**src/rtl/mem_stage_lsu.sv**
```systemverilog
// MEM-stage load/store unit: turns the registered EX/MEM access into a
// req/ready/rvalid data-memory transaction, formats store lanes, extends
// load data and stalls the upstream pipeline until the access completes.
module mem_stage_lsu #(
    parameter int unsigned TIMEOUT_CYCLES = 256,
    parameter int unsigned CNT_W          = 9
) (
    input  logic        i_clk,
    input  logic        i_reset,
    input  logic        i_valid,
    input  logic        i_flush,
    input  logic [31:0] i_alu_result,
    input  logic [31:0] i_rs2_data_fwd,
    input  logic [2:0]  i_funct3,
    input  logic        i_memread,
    input  logic        i_memwrite,
    output logic        o_dmem_req,
    output logic        o_dmem_we,
    output logic [31:0] o_dmem_addr,
    output logic [31:0] o_dmem_wdata,
    output logic [3:0]  o_dmem_bmask,
    input  logic        i_dmem_ready,
    input  logic        i_dmem_rvalid,
    input  logic [31:0] i_dmem_rdata,
    output logic        o_stall,
    output logic [31:0] o_load_data,
    output logic        o_done,
    output logic        o_misaligned,
    output logic        o_bus_err
);

    typedef enum logic [1:0] {
        S_IDLE,
        S_REQ,
        S_WAIT_RDATA,
        S_DONE
    } state_t;

    state_t             state_q, state_d;
    logic               req_q, req_d;
    logic               we_q, we_d;
    logic [31:0]        addr_q, addr_d;
    logic [31:0]        wdata_q, wdata_d;
    logic [3:0]         bmask_q, bmask_d;
    logic [2:0]         f3_q, f3_d;
    logic [1:0]         off_q, off_d;
    logic [31:0]        ldata_q, ldata_d;
    logic               mis_q, mis_d;
    logic               err_q, err_d;
    logic [CNT_W-1:0]   cnt_q, cnt_d;

    logic               access;
    logic               illegal_f3;
    logic               misalign;
    logic               can_start;
    logic               legal_start;
    logic               bad_start;
    logic               timeout_hit;
    logic [3:0]         fmt_bmask;
    logic [31:0]        fmt_wdata;
    logic [31:0]        byte_sh;
    logic [31:0]        half_sh;
    logic [31:0]        ext_data;

    // Start qualification and legality of the access presented by EX/MEM.
    // The bus-error cycle blocks a start so the timed-out instruction can
    // leave EX/MEM instead of being reissued.
    always_comb begin
        access      = i_valid & ~i_flush & (i_memread | i_memwrite);
        illegal_f3  = (i_funct3 == 3'b011) | (i_funct3 == 3'b110) | (i_funct3 == 3'b111);
        misalign    = ((i_funct3[1:0] == 2'b01) & i_alu_result[0]) |
                      ((i_funct3[1:0] == 2'b10) & (i_alu_result[1:0] != 2'b00));
        can_start   = (state_q == S_IDLE) & ~err_q & ~i_reset & access;
        legal_start = can_start & ~illegal_f3 & ~misalign;
        bad_start   = can_start & (illegal_f3 | misalign);
        timeout_hit = (cnt_q == CNT_W'(TIMEOUT_CYCLES - 1));
    end

    // Store byte-lane formatting; loads always request the full word.
    always_comb begin
        fmt_bmask = 4'b1111;
        fmt_wdata = '0;
        if (i_memwrite) begin
            case (i_funct3[1:0])
                2'b00: begin
                    fmt_bmask = 4'b0001 << i_alu_result[1:0];
                    fmt_wdata = {4{i_rs2_data_fwd[7:0]}};
                end
                2'b01: begin
                    fmt_bmask = i_alu_result[1] ? 4'b1100 : 4'b0011;
                    fmt_wdata = {2{i_rs2_data_fwd[15:0]}};
                end
                default: begin
                    fmt_bmask = 4'b1111;
                    fmt_wdata = i_rs2_data_fwd;
                end
            endcase
        end
    end

    // Load lane extraction and sign/zero extension using the latched size/offset.
    always_comb begin
        byte_sh  = i_dmem_rdata >> {off_q, 3'b000};
        half_sh  = i_dmem_rdata >> {off_q[1], 4'b0000};
        case (f3_q)
            3'b000:  ext_data = {{24{byte_sh[7]}}, byte_sh[7:0]};
            3'b100:  ext_data = {24'b0, byte_sh[7:0]};
            3'b001:  ext_data = {{16{half_sh[15]}}, half_sh[15:0]};
            3'b101:  ext_data = {16'b0, half_sh[15:0]};
            default: ext_data = i_dmem_rdata;
        endcase
    end

    // Next-state and registered-output logic for the bus transaction FSM.
    always_comb begin
        state_d = state_q;
        req_d   = req_q;
        we_d    = we_q;
        addr_d  = addr_q;
        wdata_d = wdata_q;
        bmask_d = bmask_q;
        f3_d    = f3_q;
        off_d   = off_q;
        ldata_d = ldata_q;
        mis_d   = 1'b0;
        err_d   = 1'b0;
        cnt_d   = cnt_q;

        case (state_q)
            S_IDLE: begin
                if (legal_start) begin
                    state_d = S_REQ;
                    req_d   = 1'b1;
                    we_d    = i_memwrite;
                    addr_d  = {i_alu_result[31:2], 2'b00};
                    wdata_d = fmt_wdata;
                    bmask_d = fmt_bmask;
                    f3_d    = i_funct3;
                    off_d   = i_alu_result[1:0];
                    cnt_d   = '0;
                end
                mis_d = bad_start;
            end
            S_REQ: begin
                cnt_d = cnt_q + CNT_W'(1);
                if (i_dmem_ready) begin
                    req_d = 1'b0;
                    if (we_q) begin
                        state_d = S_DONE;
                    end else if (i_dmem_rvalid) begin
                        ldata_d = ext_data;
                        state_d = S_DONE;
                    end else begin
                        state_d = S_WAIT_RDATA;
                    end
                end else if (timeout_hit) begin
                    req_d   = 1'b0;
                    err_d   = 1'b1;
                    state_d = S_IDLE;
                end
            end
            S_WAIT_RDATA: begin
                cnt_d = cnt_q + CNT_W'(1);
                if (i_dmem_rvalid) begin
                    ldata_d = ext_data;
                    state_d = S_DONE;
                end else if (timeout_hit) begin
                    err_d   = 1'b1;
                    state_d = S_IDLE;
                end
            end
            S_DONE: begin
                state_d = S_IDLE;
            end
            default: begin
                state_d = S_IDLE;
            end
        endcase
    end

    // State and output registers with asynchronous reset.
    always_ff @(posedge i_clk or posedge i_reset) begin
        if (i_reset) begin
            state_q <= S_IDLE;
            req_q   <= 1'b0;
            we_q    <= 1'b0;
            addr_q  <= '0;
            wdata_q <= '0;
            bmask_q <= '0;
            f3_q    <= '0;
            off_q   <= '0;
            ldata_q <= '0;
            mis_q   <= 1'b0;
            err_q   <= 1'b0;
            cnt_q   <= '0;
        end else begin
            state_q <= state_d;
            req_q   <= req_d;
            we_q    <= we_d;
            addr_q  <= addr_d;
            wdata_q <= wdata_d;
            bmask_q <= bmask_d;
            f3_q    <= f3_d;
            off_q   <= off_d;
            ldata_q <= ldata_d;
            mis_q   <= mis_d;
            err_q   <= err_d;
            cnt_q   <= cnt_d;
        end
    end

    assign o_dmem_req   = req_q;
    assign o_dmem_we    = we_q;
    assign o_dmem_addr  = addr_q;
    assign o_dmem_wdata = wdata_q;
    assign o_dmem_bmask = bmask_q;
    assign o_load_data  = ldata_q;
    assign o_done       = (state_q == S_DONE);
    assign o_misaligned = mis_q;
    assign o_bus_err    = err_q;
    assign o_stall      = legal_start | (state_q == S_REQ) | (state_q == S_WAIT_RDATA);

endmodule

```
**config.mk**
```make
export PLATFORM = sky130hd
export DESIGN_NAME = mem_stage_lsu
export DESIGN_NICKNAME = d
export VERILOG_FILES = /design/src/rtl/mem_stage_lsu.sv
export SDC_FILE = /design/constraint.sdc
export NUM_CORES = 1
export LEC_CHECK = 0
export ABC_AREA = 1
export CAP_MARGIN = 10
export CORE_UTILIZATION = 44
export DETAILED_ROUTE_END_ITERATION = 12
export GPL_TIMING_DRIVEN = 0
export MAX_ROUTING_LAYER = met4
export PLACE_DENSITY = 0.77
export SETUP_SLACK_MARGIN = 0.15
export SYNTH_ARGS = -nofsm -noshare
export SYNTH_HDL_FRONTEND = slang
export SYNTH_SLANG_ARGS = --single-unit
```
**constraint.sdc**
```tcl
create_clock -name i_clk -period 6.6 [get_ports i_clk]
set_clock_uncertainty 0.15 [all_clocks]
set_input_delay 0.66 -clock i_clk [delete_from_list [all_inputs] [get_ports i_clk]]
set_output_delay 0.66 -clock i_clk [all_outputs]
set_load 0.05 [all_outputs]
```
==> flow_summary_export.csv <==
group,metric,value,unit
detailed_routing,drcViolationCount,0,
clocking,post-cts-setup-buffer-count,0,
worst_setup_path,critPathMaxFanout,96,
clocking,htreeDepth,4,
floorplan,row_count,43,
cells_and_area,multi_input_area,0.002903,mm^2
place,hpwl,14580,um
floorplan,pin_count,213,
place,place_inst,1304,
floorplan,design.core.area,0.01410,mm^2
cells_and_area,layout.nets,1258,
global_routing,grt_max_degree,97,
floorplan,die_area,0.01521,mm^2
yosys,yosysSeqAreaShare,45.59,%
floorplan,initial_utilization,45.95,%
detailed_routing,wl_per_cell,14.68,um
place,routabilityCongestion,0.9388,
worst_setup_path,start_kind,"primary input",
worst_setup_path,crit_type,"primary input to output pin",
timing,post-route-period-util,65.50,%
cells_and_area,fill_cells,1208,
timing,fin_crit,4.323,ns
timing,setup_slack,2.277,ns
power,combinationalPowerShare,57.1,%
timing,tightest_slew,0.6077,ns
cells_and_area,syn2layout_area_growth,45.45,%
power,vdd_ir_drop_max,392.2,uV
timing,slew-limit-headroom,59.36,%
clocking,clkTransAtPathRegs,0.06,ns
global_routing,grt_pass1_wl,30970,um
yosys,synth_area_per_cell,7.102,um^2
cells_and_area,mostFrequentLayoutCell,"nand2_1",
detailed_routing,vias_per_cell,4.877,
run_status,status,"complete, no violations",
power,leakage,4.890,nW
detailed_routing,drtIter0Drc,494,
clocking,cts.sinks,118,
clocking,cts_resized,0,
detailed_routing,vias,6516,
place,dpl_worst_slack,2.240,ns
clocking,clk_latency,0.41,ns
cells_and_area,seq_area,0.002953,mm^2
worst_setup_path,worst_setup_path_end_kind,"output pin",
power,clkPwrFrac,18.2,%
detailed_routing,totalWireLength,19610,um
floorplan,die_height,123.3,um
power,power_switching,2.467,mW
timing,rsz0062_at_grt,"no",
power,swShare,49.22,%
worst_setup_path,crit_arrival,3.51,ns
clocking,cts-hold-fix-buffers,0,
yosys,syn-cell-area,0.006477,mm^2
global_routing,grtUsageTotal,27.95,%
min_path,worstHoldPathType,"register to register",
clocking,cts-root-buf,"clkbuf_16",
timing,final_hold_viol_count,0,
job,drv_cap,0,
power,p_int,2.545,mW
detailed_routing,dr.pass1.iters,5,
timing,finalSetupViolCount,0,
global_routing,overflow,0,
yosys,synth_cell_type_count,32,
cells_and_area,finalNonFillerCells,1336,
clocking,cts_buffers,17,
place,io_buffers,210,
power,p_per_area,532.0,mW/mm^2
cells_and_area,antennaDiodeCount,0,
detailed_routing,ant_nets,0,
clocking,cts_buffer_depth,2,
yosys,ys_ff_latch,118,
cells_and_area,layout_common_cells,"373 x nand2_1, 210 x clkdlybuf4s50_1, 118 x dfrtp_1, 108 x nor2_1, 91 x inv_1",
clocking,tritoncts,"done",
cells_and_area,drive_above_1_share,9.689,%
power,seqPwrFrac,24.8,%
timing,slew_viol_final,0,
floorplan,die_w,123.3,um
global_routing,antenna_found_initial,0,
global_routing,grt_pass1_vias,6269,
yosys,syn-instance-count,912,
timing,fmax,0.2313,GHz
worst_setup_path,critPathRequiredTime,5.79,ns
yosys,yosys_warnings,0,
==> stage by stage <==
step | util (%) | hold slack (ns) | power [mW] | TNS [ns] | instance area [um^2]
5_1_grt | 66.84 | 0.3524 | 5.321 | 0 | 9422
3_5_place_dp | 62.72 | 0.3146 | 4.100 | 0 | 8841
6_report | 66.84 | 0.3250 | 5.013 | 0 | 9422
4_1_cts | 66.84 | 0.3298 | 5.039 | 0 | 9422
2_1_floorplan | - | 0.3511 | 3.150 | 0 | 6481
3_3_place_gp | 62.49 | 0.3114 | 4.067 | -0.8789 | 8808
==> layer usage <==
metal / vias up / routed length, um / GRT usage, %
met1: 3006 / 8342 / 33.98
met4: 0 / 375 / 9.262
li1: 3233 / - / -
met3: 31 / 1628 / 8.625
met5: - / 0 / -
met2: 246 / 9262 / 44.17
==> synthesized netlist by cell type (all sizes together) <==
cell / number / area share (%)
nand3b: 1 / 0.12
conb: 1 / 0.058
nor3: 1 / 0.077
buf: 30 / 3.4
clkinv: 1 / 0.058
nand2: 377 / 22
nand4: 3 / 0.39
ha: 8 / 1.5
a21o: 4 / 0.46
o21ai: 37 / 3.1
a211oi: 2 / 0.23
o21bai: 1 / 0.12
nand3: 64 / 5.4
nor3b: 1 / 0.12
or2: 26 / 2.5
a21oi: 14 / 1.1
nor2: 111 / 6.9
dfrtp: 118 / 46
xor2: 2 / 0.27
clkbuf: 11 / 0.64
a31oi: 3 / 0.29
inv: 96 / 5.6
==> worst max-delay path: stages <==
cell and delay, ns:
clkdlybuf4s50_1 0.47, inv_6 0.23, buf_16 0.40, nand3b_1 0.21
nor2_4 0.17, nand2_4 0.11, buf_6 0.18, buf_6 0.15
nand2_1 0.06, clkdlybuf4s50_1 0.79
==> area by class of cell <==
cell class | count | area share [%]
Buffer | 41 | 2.776
Tap cell | 180 | 2.390
Inverter | 97 | 3.918
Clock buffer | 17 | 4.515
Timing Repair Buffer | 211 | 22.60
Multi-Input combinational cell | 657 | 30.81
Clock inverter | 15 | 1.647
Sequential cell | 118 | 31.34
==> worst paths after layout <==
check / end / startpoint / slack, ns / depth (start not counted)
max: o_stall / i_reset / 2.28 / 10
min reg2reg: o_dmem_wdata[10] / o_dmem_wdata[10] / 0.33 / 2
max in group asynchronous: o_dmem_bmask[1] / i_reset / 5.14 / 3
min: o_dmem_wdata[10] / o_dmem_wdata[10] / 0.33 / 2
min in group asynchronous: o_load_data[22] / i_reset / 0.41 / 2
max reg2reg: o_load_data[7] / state_q[1] / 4.38 / 8
==> state kept, by name, indices dropped and copies added, names as in the netlist <==
name          flops
cnt_q             9
f3_q              3
o_bus_err         1
o_dmem_addr      30
o_dmem_bmask      4
o_dmem_req        1
o_dmem_wdata     32
o_dmem_we         1
o_load_data      32
o_misaligned      1
off_q             2
state_q           2
==> cells by family after synthesis <==
kind of cell,Yosys count,share of synthesized area [%]
AOI/OAI and AO/OA,61,5.273
xor gates and xnor gates,2,0.2705
adders and majority gates,8,1.545
buffers and inverters,138,9.658
DFF,118,45.59
other,1,0.05789
and+or+nand+nor,584,37.61
==> power groups by stage <==
stage          Combinational [mW]  Sequential (mW)  Clock (mW)
2_1_floorplan               0.938             2.21           0
3_3_place_gp                 2.83             1.24           0
3_5_place_dp                 2.86             1.24           0
4_1_cts                      2.87             1.24       0.925
5_1_grt                      3.08             1.28       0.959
6_report                     2.86             1.24       0.911
Note: power is estimated with default switching activity, not from simulation.
